**src/rtl/video_timing_gen.sv**
```systemverilog
// Video raster timing generator.
// Walks a pixel position (h_cnt, v_cnt) over an H_TOTAL x V_TOTAL raster,
// advancing one pixel per clock with ce=1, and produces sync, blanking and
// coordinate outputs that all describe the current position with no skew.
//
// Ports:
//   clock          single clock
//   rst            synchronous active-low reset
//   ce             pixel clock enable
//   horiz_sync     horizontal sync, asserted level = SYNC_POL
//   vert_sync      vertical sync, asserted level = SYNC_POL
//   video_on       high inside the active area
//   pixel_column   raw horizontal count (h_cnt)
//   pixel_row      raw vertical count (v_cnt)
//   scaled_column  pixel_column >> SCALE_SHIFT
//   scaled_row     pixel_row >> SCALE_SHIFT
//   line_start     one-clock pulse when the position moves to column 0
//   frame_start    one-clock pulse when the position moves to (0,0)
//   frame_count    number of frame starts, modulo 2^FRAME_W
module video_timing_gen #(
    parameter int unsigned H_ACTIVE    = 640,
    parameter int unsigned H_FP        = 16,
    parameter int unsigned H_SYNC      = 96,
    parameter int unsigned H_BP        = 48,
    parameter int unsigned V_ACTIVE    = 480,
    parameter int unsigned V_FP        = 10,
    parameter int unsigned V_SYNC      = 2,
    parameter int unsigned V_BP        = 33,
    parameter int unsigned SYNC_POL    = 0,
    parameter int unsigned SCALE_SHIFT = 2,
    parameter int unsigned CW          = 10,
    parameter int unsigned FRAME_W     = 8
) (
    input  logic               clock,
    input  logic               rst,
    input  logic               ce,
    output logic               horiz_sync,
    output logic               vert_sync,
    output logic               video_on,
    output logic [CW-1:0]      pixel_column,
    output logic [CW-1:0]      pixel_row,
    output logic [CW-1:0]      scaled_column,
    output logic [CW-1:0]      scaled_row,
    output logic               line_start,
    output logic               frame_start,
    output logic [FRAME_W-1:0] frame_count
);

    localparam int unsigned H_TOTAL  = H_ACTIVE + H_FP + H_SYNC + H_BP;
    localparam int unsigned V_TOTAL  = V_ACTIVE + V_FP + V_SYNC + V_BP;
    localparam int unsigned HS_START = H_ACTIVE + H_FP;
    localparam int unsigned HS_END   = H_ACTIVE + H_FP + H_SYNC;
    localparam int unsigned VS_START = V_ACTIVE + V_FP;
    localparam int unsigned VS_END   = V_ACTIVE + V_FP + V_SYNC;
    localparam logic        SYNC_ON  = (SYNC_POL != 0);

    localparam logic [CW-1:0] H_LAST = CW'(H_TOTAL - 1);
    localparam logic [CW-1:0] V_LAST = CW'(V_TOTAL - 1);

    logic [CW-1:0] h_cnt;
    logic [CW-1:0] v_cnt;

    logic [CW-1:0] h_nxt;
    logic [CW-1:0] v_nxt;
    logic          h_wrap;
    logic          v_wrap;
    logic          von_nxt;
    logic          hs_act_nxt;
    logic          vs_act_nxt;

    // Next raster position; outputs are decoded from it so that every
    // registered output lines up with the counters in the same cycle.
    always_comb begin
        h_nxt  = h_cnt + CW'(1);
        v_nxt  = v_cnt;
        h_wrap = 1'b0;
        v_wrap = 1'b0;
        if (h_cnt == H_LAST) begin
            h_nxt  = '0;
            h_wrap = 1'b1;
            if (v_cnt == V_LAST) begin
                v_nxt  = '0;
                v_wrap = 1'b1;
            end else begin
                v_nxt = v_cnt + CW'(1);
            end
        end
    end

    // Decode of the next position.
    always_comb begin
        von_nxt    = (h_nxt < CW'(H_ACTIVE)) && (v_nxt < CW'(V_ACTIVE));
        hs_act_nxt = (h_nxt >= CW'(HS_START)) && (h_nxt < CW'(HS_END));
        vs_act_nxt = (v_nxt >= CW'(VS_START)) && (v_nxt < CW'(VS_END));
    end

    // Position, level outputs and pulses; everything holds while ce=0
    // except the pulses, which only live for the cycle after an enable.
    always_ff @(posedge clock) begin
        if (!rst) begin
            h_cnt         <= H_LAST;
            v_cnt         <= V_LAST;
            scaled_column <= H_LAST >> SCALE_SHIFT;
            scaled_row    <= V_LAST >> SCALE_SHIFT;
            video_on      <= 1'b0;
            horiz_sync    <= ~SYNC_ON;
            vert_sync     <= ~SYNC_ON;
            line_start    <= 1'b0;
            frame_start   <= 1'b0;
            frame_count   <= '0;
        end else begin
            line_start  <= 1'b0;
            frame_start <= 1'b0;
            if (ce) begin
                h_cnt         <= h_nxt;
                v_cnt         <= v_nxt;
                scaled_column <= h_nxt >> SCALE_SHIFT;
                scaled_row    <= v_nxt >> SCALE_SHIFT;
                video_on      <= von_nxt;
                horiz_sync    <= hs_act_nxt ? SYNC_ON : ~SYNC_ON;
                vert_sync     <= vs_act_nxt ? SYNC_ON : ~SYNC_ON;
                line_start    <= h_wrap;
                frame_start   <= h_wrap && v_wrap;
                if (h_wrap && v_wrap) begin
                    frame_count <= frame_count + FRAME_W'(1);
                end
            end
        end
    end

    assign pixel_column = h_cnt;
    assign pixel_row    = v_cnt;

endmodule

```
**config.mk**
```make
export PLATFORM = sky130hd
export DESIGN_NAME = video_timing_gen
export DESIGN_NICKNAME = d
export VERILOG_FILES = /design/src/rtl/video_timing_gen.sv
export SDC_FILE = /design/constraint.sdc
export NUM_CORES = 1
export LEC_CHECK = 0
export ABC_AREA = 1
export CORE_MARGIN = 2
export CORE_UTILIZATION = 47
export CTS_CLUSTER_SIZE = 30
export DETAILED_ROUTE_END_ITERATION = 6
export HOLD_SLACK_MARGIN = 0.03
export PLACE_DENSITY = 0.77
export SLEW_MARGIN = 20
export SYNTH_ARGS = -nofsm -noshare
export SYNTH_HDL_FRONTEND = slang
export SYNTH_SLANG_ARGS = --single-unit
```
**constraint.sdc**
```tcl
create_clock -name clock -period 4.7 [get_ports clock]
set_input_delay 0.94 -clock clock [delete_from_list [all_inputs] [get_ports clock]]
set_output_delay 0.94 -clock clock [all_outputs]
set_load 0.05 [all_outputs]
```
==> results.sh <==
export IMPL_cts_buffers=5
export IMPL_antenna_left=0
export IMPL_synth_edf_count=0
export IMPL_grt_max_degree=29
export IMPL_path_buf_inv=1
export IMPL_synth_cells=334
export IMPL_ir_drop_uv=228
export IMPL_clock_sinks=33
export IMPL_post_cts_buffers=0
export IMPL_ys_types=35
export IMPL_clkSlewWorstSetupHoldPaths_ps=80
export IMPL_io_buffers=51
export IMPL_final_min_clock_period_ps=2650
export IMPL_area_growth_pct=24.9
export IMPL_synth_largest_area_cell="dfxtp_1"
export IMPL_drtIter0Drc=160
export IMPL_drcViolationCount=0
export IMPL_num_vias=2200
export IMPL_max_stage_delay_ps=880
export IMPL_place_gp_congestion=0.929
export IMPL_vias_per_cell=5.23
export IMPL_cp_end_kind="output pin"
export IMPL_path_cells="clkdlybuf4s50_1"
export IMPL_synth_most_common_cell="nand2_1"
export IMPL_clockBufferDepth=2
export IMPL_drv_cap=0
export IMPL_relSlewSlack_pct=66.3
export IMPL_first_global_vias=1965
export IMPL_crit_fanout=10
export IMPL_yosys_warnings=0
export IMPL_place_area_sq_mm=0.00263
export IMPL_core_area_sq_mm=0.00444
export IMPL_p_leak_uw=0.00119
export IMPL_critical_path_class="flop to output pin"
export IMPL_diodes=0
export IMPL_htree_levels=2
export IMPL_critPathTopFamily="buffers and inverters"
export IMPL_synth_top_cells_by_area="dfxtp_1 (30%), nand2_1 (15%), buf_4 (6.8%)"
export IMPL_track_usage_pct=22.1
export IMPL_max_slew_worst_pin_slew_ps=505
export IMPL_io_pins=56
export IMPL_antenna_found_initial=0
export IMPL_drive_above_1_share_pct=9.49
export IMPL_max_clock_freq_mhz=377
export IMPL_async_reset_ff_share_pct=0
export IMPL_skew_ps=6.96
export IMPL_start_util_pct=49.8
export IMPL_syn_mean_instance_area_sq_um=6.63
export IMPL_crit_path_start_kind="flop"
export IMPL_grt_ovfl_total=0
export IMPL_rsz0062_at_grt="false"
export IMPL_setup_violations=0
export IMPL_drtPass1Iterations=4
export IMPL_rows=24
export IMPL_wl_mm=5.45
export IMPL_wl_per_cell_um=12.9
export IMPL_cts_resized=0
export IMPL_setup_tns_ps=0
export IMPL_die_area_sq_mm=0.00528
export IMPL_yosys_top_cells_count="nand2_1 (87), dfxtp_1 (33), nor2_1 (32)"
export IMPL_post_route_cell_area_sq_mm=0.00277
export IMPL_synth_top_cell_area_share_pct=29.8
export IMPL_powerDensity_mw_per_mm2=338
export IMPL_nFillCells=389
export IMPL_hpwl_mm=3.93
export IMPL_required_ps=3760
export IMPL_hold_viol=0
export IMPL_grt_pass1_wl_mm=9.15
export IMPL_ys_ff_latch=33
export IMPL_cp_slowest_cell="clkdlybuf4s50_1"
export IMPL_ys_flop_type="dfxtp_1"
export IMPL_hold_class="flop to flop"
export IMPL_status="complete, no violations"
export IMPL_post_route_period_util_pct=56.4
export IMPL_fin_nets=375
export IMPL_clock_latency_ps=290
export IMPL_die_w_um=72.6
export IMPL_cp_arrival_ps=1710
export IMPL_die_h_um=72.6
export IMPL_cts_tree="built"
export IMPL_synth_area_sq_mm=0.00221
export IMPL_cts_root_buf="clkbuf_8"
export IMPL_finalMaxSlewViolations=0
export IMPL_hold_buffers=0
export IMPL_yosysSeqAreaShare_pct=29.8
-- layout by cell type, fill, tap and decap left out, types with 3 or more instances in the layout --
| cell | instances |
|---|---|
| o211ai_1 | 3 |
| inv_2 | 3 |
| clkdlybuf4s50_1 | 51 |
| nand4_1 | 4 |
| nand2_4 | 3 |
| xor2_1 | 4 |
| conb_1 | 4 |
| nand3_2 | 4 |
| clkbuf_8 | 5 |
| nand2_1 | 87 |
| o21ai_0 | 20 |
| nor2_1 | 32 |
| dfxtp_1 | 33 |
| inv_1 | 31 |
| nor2_2 | 3 |
| nor3_1 | 7 |
| ha_1 | 4 |
| a21oi_1 | 22 |
| buf_4 | 3 |
| nand3_1 | 23 |
| nor2_4 | 3 |
-- state kept, by name, indices dropped and copies added (netlist names) --
name	flops
pixel_row	10
video_on	1
frame_start	1
horiz_sync	1
pixel_column	10
vert_sync	1
frame_count	8
line_start	1
-- cell families (layout without fill, tap and decap cells) --
logic type               count (synthesis)  after routing  synth area share, %
AO/OA/AOI/OAI                           51             51                 12.4
XOR/XNOR                                 5              5                 1.98
adder cells (fa/ha/maj)                  4              4                 2.26
buffers and inverters                   66             98                 14.9
flip-flops                              33             33                 29.8
other                                    1              4                0.169
AND/OR/NAND/NOR                        174            174                 38.5
-- final cells by class --
type	instances	area (sq um)	area share, %
clock buffer	5	68.8	2.49
sequential	33	661	23.9
timing repair buffer	54	533	19.3
tap	52	65.1	2.35
inverter	36	138	4.98
clock inverter	3	65.1	2.35
multi-input combinational	238	1230	44.7
-- path summary, 6_finish.rpt --
check                       start                to  slack, ps  depth (start not counted)
hold / removal     frame_count[6]    frame_count[6]        480                          2
setup reg to reg  pixel_column[0]    frame_count[3]       2710                         10
setup / recovery  pixel_column[5]  scaled_column[3]       2050                          1
hold reg to reg    frame_count[6]    frame_count[6]        480                          2
-- stage by stage --
stage / utilization [%] / total power, uW / hold WS, ps / setup WS, ps / instances
finish: 62.2 / 934 / 484 / 2050 / 421
global route: 62.2 / 973 / 499 / 2000 / 421
CTS: 62.2 / 936 / 489 / 2050 / 421
detailed placement: 59.2 / 615 / 476 / 2200 / 413
global placement: 59.2 / 612 / 474 / 2240 / 413
floorplan: - / 553 / 689 / 2630 / 337
-- per-layer routing --
layer,track usage (%),wire [um],vias to the layer above
met1,27.3,2430,990
li1,-,-,1121
met5,0,0,-
met3,5.39,323,11
met2,36.9,2590,78
met4,9.05,105,0
-- report_power, final --
group          internal [uW]  switching [uW]  total, uW
clock                    211             113        324
combinational           86.7             201        288
sequential               295            28.5        323
(Power assumes the default switching activity.)
